`src/rtl/lsu_byte_sequencer.sv`:
```
// lsu_byte_sequencer: serialises CPU byte/half/word load-store requests into
// single-byte accesses on a plain 8-bit synchronous RAM (little-endian), and
// reassembles load data with sign or zero extension.
// Optional build macro: LSU_MISALIGN_CHECK_EN. When it is defined, misaligned
// half/word accesses and size 11 are rejected with resp_err. When it is not
// defined, no checking is done and size 11 behaves as a word access.
//
// Handshakes: a transfer on req_* or resp_* happens on a rising edge where
// valid and ready are both high. A valid that has been raised stays up until
// that edge, and its payload stays stable while it waits. resp_rdata and
// resp_err are stable for as long as resp_valid is high.
module lsu_byte_sequencer #(
  parameter int WIDTH      = 32,
  parameter int ADDR_WIDTH = 17
) (
  input  logic                  clk,
  input  logic                  rst,
  input  logic                  req_valid,
  output logic                  req_ready,
  input  logic                  req_we,
  input  logic [1:0]            req_size,
  input  logic                  req_unsigned,
  input  logic [WIDTH-1:0]      req_addr,
  input  logic [WIDTH-1:0]      req_wdata,
  output logic                  resp_valid,
  input  logic                  resp_ready,
  output logic [WIDTH-1:0]      resp_rdata,
  output logic                  resp_err,
  output logic [ADDR_WIDTH-1:0] mem_addr,
  output logic                  mem_we,
  output logic [7:0]            mem_wdata,
  input  logic [7:0]            mem_rdata
);

  // The state register is the debug view of the sequencer.
  typedef enum logic [1:0] {IDLE, XFER, TAIL, RESP} state_t;

  state_t           state;
  logic             we_q;
  logic             uns_q;
  logic [1:0]       size_q;
  logic [WIDTH-1:0] wdata_q;
  logic [WIDTH-1:0] asm_q;
  logic [1:0]       cnt;

  logic             accept;
  logic             req_err;
  logic [1:0]       last_idx;
  logic [1:0]       cnt_next;
  logic [1:0]       cnt_prev;
  logic [WIDTH-1:0] tail_word;
  logic [WIDTH-1:0] ext_word;

  // Address bits above the RAM range are ignored.
  logic             unused_addr_bits;
  assign unused_addr_bits = ^req_addr[WIDTH-1:ADDR_WIDTH];

  assign accept   = req_valid & req_ready;
  assign cnt_next = cnt + 2'd1;
  assign cnt_prev = cnt - 2'd1;

  // Classify an incoming request as rejected (only when checking is built in).
  always_comb begin
    req_err = 1'b0;
`ifdef LSU_MISALIGN_CHECK_EN
    case (req_size)
      2'b01:   req_err = req_addr[0];
      2'b10:   req_err = |req_addr[1:0];
      2'b11:   req_err = 1'b1;
      default: req_err = 1'b0;
    endcase
`endif
  end

  // Index of the last byte of the latched access (size 11 counts as a word).
  always_comb begin
    case (size_q)
      2'b00:   last_idx = 2'd0;
      2'b01:   last_idx = 2'd1;
      default: last_idx = 2'd3;
    endcase
  end

  // Merge the final read byte, then sign- or zero-extend to the full width.
  always_comb begin
    tail_word = asm_q;
    tail_word[{last_idx, 3'b000} +: 8] = mem_rdata;
    case (size_q)
      2'b00:   ext_word = uns_q ? {{(WIDTH-8){1'b0}}, tail_word[7:0]}
                                : {{(WIDTH-8){tail_word[7]}}, tail_word[7:0]};
      2'b01:   ext_word = uns_q ? {{(WIDTH-16){1'b0}}, tail_word[15:0]}
                                : {{(WIDTH-16){tail_word[15]}}, tail_word[15:0]};
      default: ext_word = tail_word;
    endcase
  end

  // Sequencer FSM with all outputs registered.
  always_ff @(posedge clk) begin
    if (rst) begin
      state      <= IDLE;
      req_ready  <= 1'b1;
      resp_valid <= 1'b0;
      resp_err   <= 1'b0;
      resp_rdata <= '0;
      mem_we     <= 1'b0;
      mem_addr   <= '0;
      mem_wdata  <= '0;
      cnt        <= 2'd0;
      we_q       <= 1'b0;
      uns_q      <= 1'b0;
      size_q     <= 2'b00;
      wdata_q    <= '0;
      asm_q      <= '0;
    end else begin
      case (state)
        IDLE: begin
          if (accept) begin
            we_q       <= req_we;
            uns_q      <= req_unsigned;
            size_q     <= req_size;
            wdata_q    <= req_wdata;
            asm_q      <= '0;
            resp_rdata <= '0;
            cnt        <= 2'd0;
            req_ready  <= 1'b0;
            if (req_err) begin
              // Rejected: no RAM access at all.
              state      <= RESP;
              resp_valid <= 1'b1;
              resp_err   <= 1'b1;
            end else begin
              state     <= XFER;
              resp_err  <= 1'b0;
              mem_addr  <= req_addr[ADDR_WIDTH-1:0];
              mem_we    <= req_we;
              mem_wdata <= req_wdata[7:0];
            end
          end
        end

        XFER: begin
          // Read data for the previous address arrives one cycle late.
          if (!we_q && (cnt != 2'd0)) begin
            asm_q[{cnt_prev, 3'b000} +: 8] <= mem_rdata;
          end
          if (cnt == last_idx) begin
            mem_we <= 1'b0;
            if (we_q) begin
              state      <= RESP;
              resp_valid <= 1'b1;
            end else begin
              state <= TAIL;
            end
          end else begin
            cnt       <= cnt_next;
            mem_addr  <= mem_addr + ADDR_WIDTH'(1);
            mem_wdata <= wdata_q[{cnt_next, 3'b000} +: 8];
          end
        end

        TAIL: begin
          resp_rdata <= ext_word;
          resp_valid <= 1'b1;
          state      <= RESP;
        end

        RESP: begin
          if (resp_ready) begin
            resp_valid <= 1'b0;
            resp_err   <= 1'b0;
            req_ready  <= 1'b1;
            state      <= IDLE;
          end
        end

        default: state <= IDLE;
      endcase
    end
  end

endmodule

```
`config.mk`:
```
export PLATFORM = sky130hd
export DESIGN_NAME = lsu_byte_sequencer
export DESIGN_NICKNAME = d
export VERILOG_FILES = /design/src/rtl/lsu_byte_sequencer.sv
export SDC_FILE = /design/constraint.sdc
export NUM_CORES = 1
export LEC_CHECK = 0
export CORE_UTILIZATION = 40
export CTS_CLUSTER_SIZE = 20
export DETAILED_ROUTE_END_ITERATION = 8
export GPL_TIMING_DRIVEN = 0
export PLACE_DENSITY = 0.69
export SLEW_MARGIN = 15
export SYNTH_ARGS = -nofsm -noshare
export SYNTH_HDL_FRONTEND = slang
export SYNTH_SLANG_ARGS = --single-unit
```
`constraint.sdc`:
```
create_clock -name clk -period 2.3 [get_ports clk]
set_input_delay 0.46 -clock clk [delete_from_list [all_inputs] [get_ports clk]]
set_output_delay 0.46 -clock clk [all_outputs]
set_load 0.02 [all_outputs]
```
==> results of run 1 <==
[worst min-delay path: cells and delay by family (launching register included)]
family             cells  cell delay, ns
DFF                    1            0.31
and+or+nand+nor        1            0.05
AOI/OAI and AO/OA      1            0.05
[layer usage]
layer / routed length [um] / GRT usage (%)
met1: 8210 / 33.1
met5: 0 / 0
met2: 8740 / 40.4
met4: 298 / 8.46
met3: 1230 / 5.76
[path summary, 6_finish.rpt]
kind	slack, ns	to	cells past startpoint
worst max-delay path	0.09	mem_wdata[3]	8
worst max register to register	0.09	mem_wdata[3]	8
worst min register to register	0.45	asm_q[16]	2
worst min-delay path	0.45	asm_q[16]	2
[repair_timing]
action	4_1_cts	5_1_grt
cloned	0	0
pin swaps	0	1
endpoints found under the setup margin	31	58
hold buffers	0	0
endpoints found under the hold margin	0	0
setup buffers	0	1
gates resized for setup	9	13
[state kept, by name, indices dropped and copies added, names as in the netlist]
name / cells
mem_addr: 17
we_q: 1
asm_q: 24
mem_we: 1
uns_q: 1
resp_valid: 1
cnt: 2
size_q: 2
req_ready: 1
mem_wdata: 8
resp_rdata: 32
state: 2
wdata_q: 32
[logic make-up (layout without fill, tap and decap cells)]
| family | Yosys count | in the layout | synth area share, % |
|---|---|---|---|
| AO/OA/AOI/OAI | 219 | 219 | 24.7 |
| XOR/XNOR | 1 | 1 | 0.279 |
| adder cells (fa/ha/maj) | 9 | 9 | 1.93 |
| buffers and inverters | 80 | 236 | 5.92 |
| flip-flops | 124 | 124 | 42.6 |
| multiplexers | 25 | 25 | 6.18 |
| other | 1 | 1 | 0.0643 |
| AND/OR/NAND/NOR | 240 | 240 | 18.3 |
[power by group]
group | switching (mW) | total (mW) | internal [mW] | leakage [nW]
registers | 0.351 | 2.88 | 2.53 | 1.01
clock network | 1.03 | 2.85 | 1.81 | 0.293
logic | 2.26 | 3.70 | 1.44 | 1.42
[cell type report]
cell class / instances / share of cell area, %
Multi-Input combinational cell: 495 / 38.2
Timing Repair Buffer: 124 / 15.5
Sequential cell: 124 / 31.0
Clock inverter: 14 / 2.44
Buffer: 56 / 3.51
Clock buffer: 18 / 5.36
Tap cell: 180 / 2.81
Inverter: 24 / 1.17
[placed cells by master (no fill, tap or decap), types with 4 or more instances in the layout]
master and instances:
sky130_fd_sc_hd__clkbuf_1 26, sky130_fd_sc_hd__inv_1 23, sky130_fd_sc_hd__mux2i_1 8, sky130_fd_sc_hd__a22oi_1 18, sky130_fd_sc_hd__o211ai_1 4, sky130_fd_sc_hd__o31ai_1 9, sky130_fd_sc_hd__a221o_1 5, sky130_fd_sc_hd__nand2_1 136
sky130_fd_sc_hd__dfxtp_1 123, sky130_fd_sc_hd__nor2b_1 7, sky130_fd_sc_hd__mux4_2 8, sky130_fd_sc_hd__nor4_1 7, sky130_fd_sc_hd__o41ai_1 4, sky130_fd_sc_hd__ha_1 8, sky130_fd_sc_hd__nand3_1 31, sky130_fd_sc_hd__a31oi_1 7
sky130_fd_sc_hd__o21ai_0 22, sky130_fd_sc_hd__nor2_1 31, sky130_fd_sc_hd__clkbuf_2 4, sky130_fd_sc_hd__bufinv_16 4, sky130_fd_sc_hd__buf_2 22, sky130_fd_sc_hd__clkbuf_16 17, sky130_fd_sc_hd__a21oi_1 96, sky130_fd_sc_hd__clkinvlp_4 5
sky130_fd_sc_hd__mux2_2 8, sky130_fd_sc_hd__clkdlybuf4s50_1 123, sky130_fd_sc_hd__nand4_1 7, sky130_fd_sc_hd__a211oi_1 13, sky130_fd_sc_hd__nand2b_1 5, sky130_fd_sc_hd__a211o_1 5
==> Flow_metrics.wiki, run 1 <==
{| class="wikitable"
! Metric !! Value
|-
| Routability-driven placement congestion ratio || 0.864
|-
| Most frequent cell after synthesis || sky130_fd_sc_hd__nand2_1
|-
| Number of antenna cells inserted || 0
|-
| Clock tree from TritonCTS || done
|-
| Worst path max stage delay || 0.50 ns
|-
| Final cell count without fillers || between 1000 and 1500
|-
| Count of buffer and inverter cells on the critical path || 4
|-
| Leading area contributor after synthesis || sky130_fd_sc_hd__dfxtp_1
|-
| Area of all sequential standard cells || ~2500 um2
|-
| Slew Limit Headroom || a little over a third
|-
| Final Hold Violating Endpoints || 0
|-
| First-pass detailed-route iteration total || 5
|-
| Clock Skew || 0.00758 ns
|-
| Placed Cells || around 1000
|-
| Clock transition at the registers of the reported paths || about 0.06 ns
|-
| Number of port buffers || around 120
|-
| Startpoint of the tightest hold check path || asm_q[16]
|-
| Synth cell count leaders || 136 x sky130_fd_sc_hd__nand2_1, 124 x sky130_fd_sc_hd__dfxtp_1, 96 x sky130_fd_sc_hd__a21oi_1, 31 x sky130_fd_sc_hd__nand3_1, 31 x sky130_fd_sc_hd__nor2_1
|-
| Buffer depth of the longest clock path || 2
|-
| DRC viols || 0
|-
| Sequential share of the synthesized area || around 43%
|-
| Number of CTS-inserted buffers || 17
|-
| Setup crit start || cnt[0]
|-
| Layout fillers || about 1300
|-
| Worst Setup Path Type || reg2reg
|-
| Clk sinks || about 120
|-
| Clock root buffer master || sky130_fd_sc_hd__clkbuf_16
|-
| Total leakage power || around 2.7 nW
|-
| Synthesized Nets || slightly below 800
|-
| Synth Cell Area || about 6000 um2
|-
| Warnings from Yosys || 0
|-
| Starting Density || between 40% and 50%
|-
| Transition time at the pin with the least slew margin || 0.974 ns
|-
| I/O pin count || 141
|-
| DRC violation total after the first TritonRoute iteration || just over 500
|-
| Worst hold path type || reg2reg
|-
| Synth Register Bits || between 100 and 150
|-
| Maximum number of pins on one net before global-route repair || 17
|-
| GRT Residual Overflow || 0
|-
| F_max || 0.453 GHz
|-
| Mean instance size in the synthesized netlist || roughly 8.3 um2
|-
| Period minus WS final || 2.21 ns
|-
| Max cap viols || 0
|-
| Worst vdd rail ir drop || between 0.5 and 0.6 mV
|-
| Arrival time worst endpoint || around 2.5 ns
|-
| Share of the synthesized area in the top cell type || between 40% and 50%
|-
| Final clock period utilization by the worst path || approximately 96%
|-
| Number of levels in the clock H-tree || 4
|-
| Area grow syn2layout || 37.4%
|-
| Routed length per instance || around 18 um
|-
| Nature of the critical path endpoint || register
|-
| Final cell utilization of the core || roughly 57%
|-
| Global-route wire length before repair || 29.0 mm
|-
| Required time at the worst-slack endpoint || about 2.6 ns
|-
| Leading post-synthesis cells by cell area || sky130_fd_sc_hd__dfxtp_1 43%, sky130_fd_sc_hd__nand2_1 8.8%, sky130_fd_sc_hd__a21oi_1 8.2%
|-
| Number of instances in the synthesized netlist || between 600 and 700
|-
| Via count || 5898
|-
| Power per Cell Area || 1180 nW/um2
|-
| Total global routing track utilization || about a quarter
|-
| Synth async-reset ratio || 0%
|-
| Max stage delay cell, worst path || sky130_fd_sc_hd__mux4_2
|-
| Cell family with most CP delay || multiplexers
|-
| Post-route design area || around 8000 um2
|-
| Nature of the critical path startpoint || register
|-
| Library cell appearing most often on the critical path || sky130_fd_sc_hd__buf_6
|-
| Antenna violations before repair || 0
|-
| Max Fanout on Critical Path || 10
|-
| Outcome || finished, final reports clean
|-
| Ordered cell list for the critical path || buf_6, buf_6, inv_1, ha_4, buf_12, mux4_2, mux2i_1, a211oi_1
|-
| Clock latency at the later pin of the worst-skew pair || 0.43 ns
|-
| Die width || around 120 um
|-
| Most frequently used flop master after synthesis || sky130_fd_sc_hd__dfxtp_1
|-
| Final-report setup violation count || 0
|-
| Share of final-layout standard cells stronger than drive strength 1 || 11.8%
|-
| Total negative slack for setup checks || 0 ns
|-
| Die height || between 100 and 150 um
|-
| Placement-stage worst setup slack || -0.383 ns
|-
| HPWL reported at the end of detailed placement || approximately 13 mm
|-
| Total routed wirelength || between 15 and 20 mm
|-
| Total power draw || about 9.4 mW
|-
| Via count of the first global-routing pass || approximately 5700
|-
| Die area || 15100 um2
|-
| Worst hold-check slack || between 0.4 and 0.5 ns
|-
| Cell row count || between 40 and 50
|-
| Remaining antenna violation count || 0
|-
| Number of different library cells in the post-synthesis netlist || 63
|-
| Final-report max-slew violation count || 0
|-
| Ratio of routed vias to standard cells || 5.70
|-
| Std-Cell Core Area || roughly 14000 um2
|-
| Standard cell area after detailed placement || roughly 7300 um2
|-
| Worst reg2reg path startpoint || cnt[0]
|-
| Number of synthesized flops with an enable pin || 0
|-
| Number of nets in the final layout || about 930
|-
| Minimum setup slack in the final design || ~0.093 ns
|-
| Multi-input gate area || roughly 3100 um2
|}
(Power assumes the default switching activity.)
==> run 2: changes to the inputs <==
--- a/config.mk
+++ b/config.mk
@@ -9,7 +9,7 @@
 export CTS_CLUSTER_SIZE = 20
 export DETAILED_ROUTE_END_ITERATION = 8
 export GPL_TIMING_DRIVEN = 0
-export PLACE_DENSITY = 0.69
+export PLACE_DENSITY = 0.67
 export SLEW_MARGIN = 15
 export SYNTH_ARGS = -nofsm -noshare
 export SYNTH_HDL_FRONTEND = slang
==> constraint.sdc (replaced) <==
create_clock -name clk -period 2.8 [get_ports clk]
set_input_delay 0.56 -clock clk [delete_from_list [all_inputs] [get_ports clk]]
set_output_delay 0.56 -clock clk [all_outputs]
set_load 0.02 [all_outputs]
==> run 2 against run 1 <==
Net effect:
- combinational power fell by 20%
- count of clock-buffer cells in the layout did not move
- via count fell by 0.22%
- largest power group unchanged
- wire length up 0.63%
- non-clock buffer count is 1 lower
- highest routed layer unchanged
- largest cell class unchanged
==> Flow_metrics.wiki, run 2 (synthesized netlist as in run 1, its figures left out) <==
{| class="wikitable"
! Metric !! Value
|-
| Outcome || finished, final reports clean
|-
| Transition time at the pin with the least slew margin || 1.01 ns (+0.0387 ns)
|-
| Buffer depth of the longest clock path || 2 (unchanged)
|-
| Slew Limit Headroom || 32.5% (-2.6 points)
|-
| Clock root buffer master || sky130_fd_sc_hd__clkbuf_16
|-
| Period minus WS final || 2.63 ns (+0.421 ns)
|-
| Worst vdd rail ir drop || 0.526 mV (-11%)
|-
| Via count of the first global-routing pass || 5547 (-3.2%)
|-
| Total routed wirelength || 18.6 mm (+0.63%)
|-
| Final-report max-slew violation count || 0 (unchanged)
|-
| Most frequent cells in the layout || 136 x sky130_fd_sc_hd__nand2_1, 124 x sky130_fd_sc_hd__dfxtp_1, 123 x sky130_fd_sc_hd__clkdlybuf4s50_1
|-
| Clock latency at the later pin of the worst-skew pair || 0.43 ns (about the same)
|-
| Number of CTS-inserted buffers || 17 (unchanged)
|-
| First-pass detailed-route iteration total || 6 (+1)
|-
| Worst path max stage delay || 0.52 ns (+0.02 ns)
|-
| Clock Skew || 0.00729 ns (-0.000288 ns)
|-
| Largest registers ranked by flip-flop count || resp_rdata: 32 flops, wdata_q: 32 flops, asm_q: 24 flops
|-
| Worst Setup Path Type || reg2reg
|-
| Ratio of routed vias to standard cells || 5.70 (about the same)
|-
| Post-route design area || 7890 um2 (-1.5%)
|-
| Most frequent standard cell in the layout excluding fill and tap cells || sky130_fd_sc_hd__nand2_1
|-
| F_max || 0.380 GHz (-16%)
|-
| Die area || 15100 um2 (unchanged)
|-
| Routed length per instance || 18.0 um (+0.83%)
|-
| RSZ-0062 raised after global routing || no
|-
| Routed length on met2 || 8.77 mm (+0.26%)
|-
| Via count || 5885 (-0.22%)
|-
| Max stage delay cell, worst path || sky130_fd_sc_hd__mux4_2
|-
| Total length of routed met3 wires || 1.05 mm (-15%)
|-
| Max cap viols || 0 (unchanged)
|-
| Max Fanout on Critical Path || 10 (unchanged)
|-
| Number of antenna cells inserted || 0 (unchanged)
|-
| DRC violation total after the first TritonRoute iteration || 519 (+0.58%)
|-
| Final Hold Violating Endpoints || 0 (unchanged)
|-
| Arrival time worst endpoint || 2.92 ns (+0.42 ns)
|-
| Worst hold path type || reg2reg
|-
| Layout fillers || 1261 (-1.1%)
|-
| Routability-driven placement congestion ratio || 0.904 (+4.6%)
|-
| Required time at the worst-slack endpoint || 3.09 ns (+0.50 ns)
|-
| Minimum setup slack in the final design || 0.172 ns (+0.0789 ns)
|-
| GRT Residual Overflow || 0 (unchanged)
|-
| Maximum number of pins on one net before global-route repair || 17 (unchanged)
|-
| Die height || 123 um (unchanged)
|-
| Uppermost routed layer || met4
|-
| Nature of the critical path endpoint || register
|-
| Placement-stage worst setup slack || 0.0789 ns (+0.462 ns)
|-
| Power per Cell Area || 954 nW/um2 (-19%)
|-
| Cell row count || 43 (unchanged)
|-
| Worst hold-check slack || 0.451 ns (+0.000414 ns)
|-
| Total global routing track utilization || 25.1% (about the same)
|-
| I/O pin count || 141 (unchanged)
|-
| Met1 Routed Length || 8.45 mm (+3.0%)
|-
| Clock tree from TritonCTS || done
|-
| Clk sinks || 124 (unchanged)
|-
| Nature of the critical path startpoint || register
|-
| Final clock period utilization by the worst path || 93.9% (-2.1 points)
|-
| Number of port buffers || 123 (unchanged)
|-
| Number of levels in the clock H-tree || 4 (unchanged)
|-
| Ordered cell list for the critical path || buf_4, buf_2, inv_1, ha_1, buf_4, mux4_2, mux2i_1, a211oi_1
|-
| Remaining antenna violation count || 0 (unchanged)
|-
| Std-Cell Core Area || 14000 um2 (unchanged)
|-
| Die width || 123 um (unchanged)
|-
| Final-report setup violation count || 0 (unchanged)
|-
| HPWL reported at the end of detailed placement || 13.4 mm (+2.5%)
|-
| Standard cell area after detailed placement || 7290 um2 (unchanged)
|-
| Post-CTS Hold Fix Bufs || 0 (unchanged)
|-
| Library cell appearing most often on the critical path || sky130_fd_sc_hd__buf_4
|-
| Antenna violations before repair || 0 (unchanged)
|-
| Starting Density || 41.5% (unchanged)
|-
| Area grow syn2layout || 35.4%
|-
| Total negative slack for setup checks || 0 ns (unchanged)
|-
| Final cell utilization of the core || 56.2% (-0.84 points)
|-
| DRC viols || 0 (unchanged)
|-
| Share of final-layout standard cells stronger than drive strength 1 || 10.7% (-1.1 points)
|-
| Clock transition at the registers of the reported paths || 0.05 ns (about the same)
|-
| Global-route wire length before repair || 28.7 mm (-1.0%)
|-
| Number of nets in the final layout || 930 (-0.11%)
|-
| Total leakage power || 2.69 nW (-1.2%)
|}
==> run 2: cell types whose count changed in the layout (fill, tap and decap cells not counted), moves of 2 or more <==
cell,previous run,this run
sky130_fd_sc_hd__buf_6,2,0
sky130_fd_sc_hd__clkbuf_2,4,2
sky130_fd_sc_hd__clkinv_2,2,6
sky130_fd_sc_hd__clkinv_4,3,0
sky130_fd_sc_hd__o221ai_1,0,2
sky130_fd_sc_hd__o221ai_2,3,1
==> run 2: final timing paths <==
path	cells after the start	to	from	slack (ns)
worst min register to register	2	asm_q[16]	asm_q[16]	0.45
worst max register to register	8	mem_wdata[6]	cnt[0]	0.17
worst min-delay path	2	asm_q[16]	asm_q[16]	0.45
worst max-delay path	8	mem_wdata[6]	cnt[0]	0.17
==> run 2: through the flow <==
stage / power, mW / instances
detailed placement: 5.30 / 1002
global placement: 5.22 / 1002
floorplan: 4.18 / 699
finish: 7.53 / 1033
global route: 7.88 / 1033
CTS: 7.51 / 1033
==> run 2: layout make-up <==
class / count / area (um2) / area share (%)
multi-input cells: 495 / 3020 / 38.3
flip-flops and latches: 124 / 2480 / 31.4
repair buffers: 123 / 1230 / 15.6
clock buffers: 18 / 439 / 5.56
plain buffers: 56 / 255 / 3.23
well taps: 180 / 225 / 2.85
clock inverters: 13 / 150 / 1.90
inverters: 24 / 90.1 / 1.14
==> run 2: what timing repair did <==
action | CTS | global route
setup endpoints to repair | 0 | 15
buffers inserted | 0 | 0
gates resized for setup | 0 | 2
==> run 2: layer usage <==
metal | GRT usage [%] | vias up
met5 | 0 | -
met4 | 9.91 | 0
met3 | 4.37 | 25
met2 | 41.2 | 215
met1 | 32.7 | 2830
li1 | - | 2815
==> run 2: power by group <==
| group | leakage, nW | switching [mW] | total [mW] | internal (mW) |
|---|---|---|---|---|
| combinational | 1.40 | 1.82 | 2.96 | 1.14 |
| sequential | 1.01 | 0.284 | 2.36 | 2.08 |
| clock | 0.283 | 0.807 | 2.21 | 1.40 |
| total | 2.69 | 2.92 | 7.53 | 4.62 |
==> run 2: worst max-delay path, delay by kind of cell, from the launching register on <==
kind,cells,cell delay (ns)
buffers and inverters,4,0.87
muxes,2,0.73
adders and majority gates,1,0.41
DFF,1,0.37
AOI/OAI and AO/OA,1,0.11
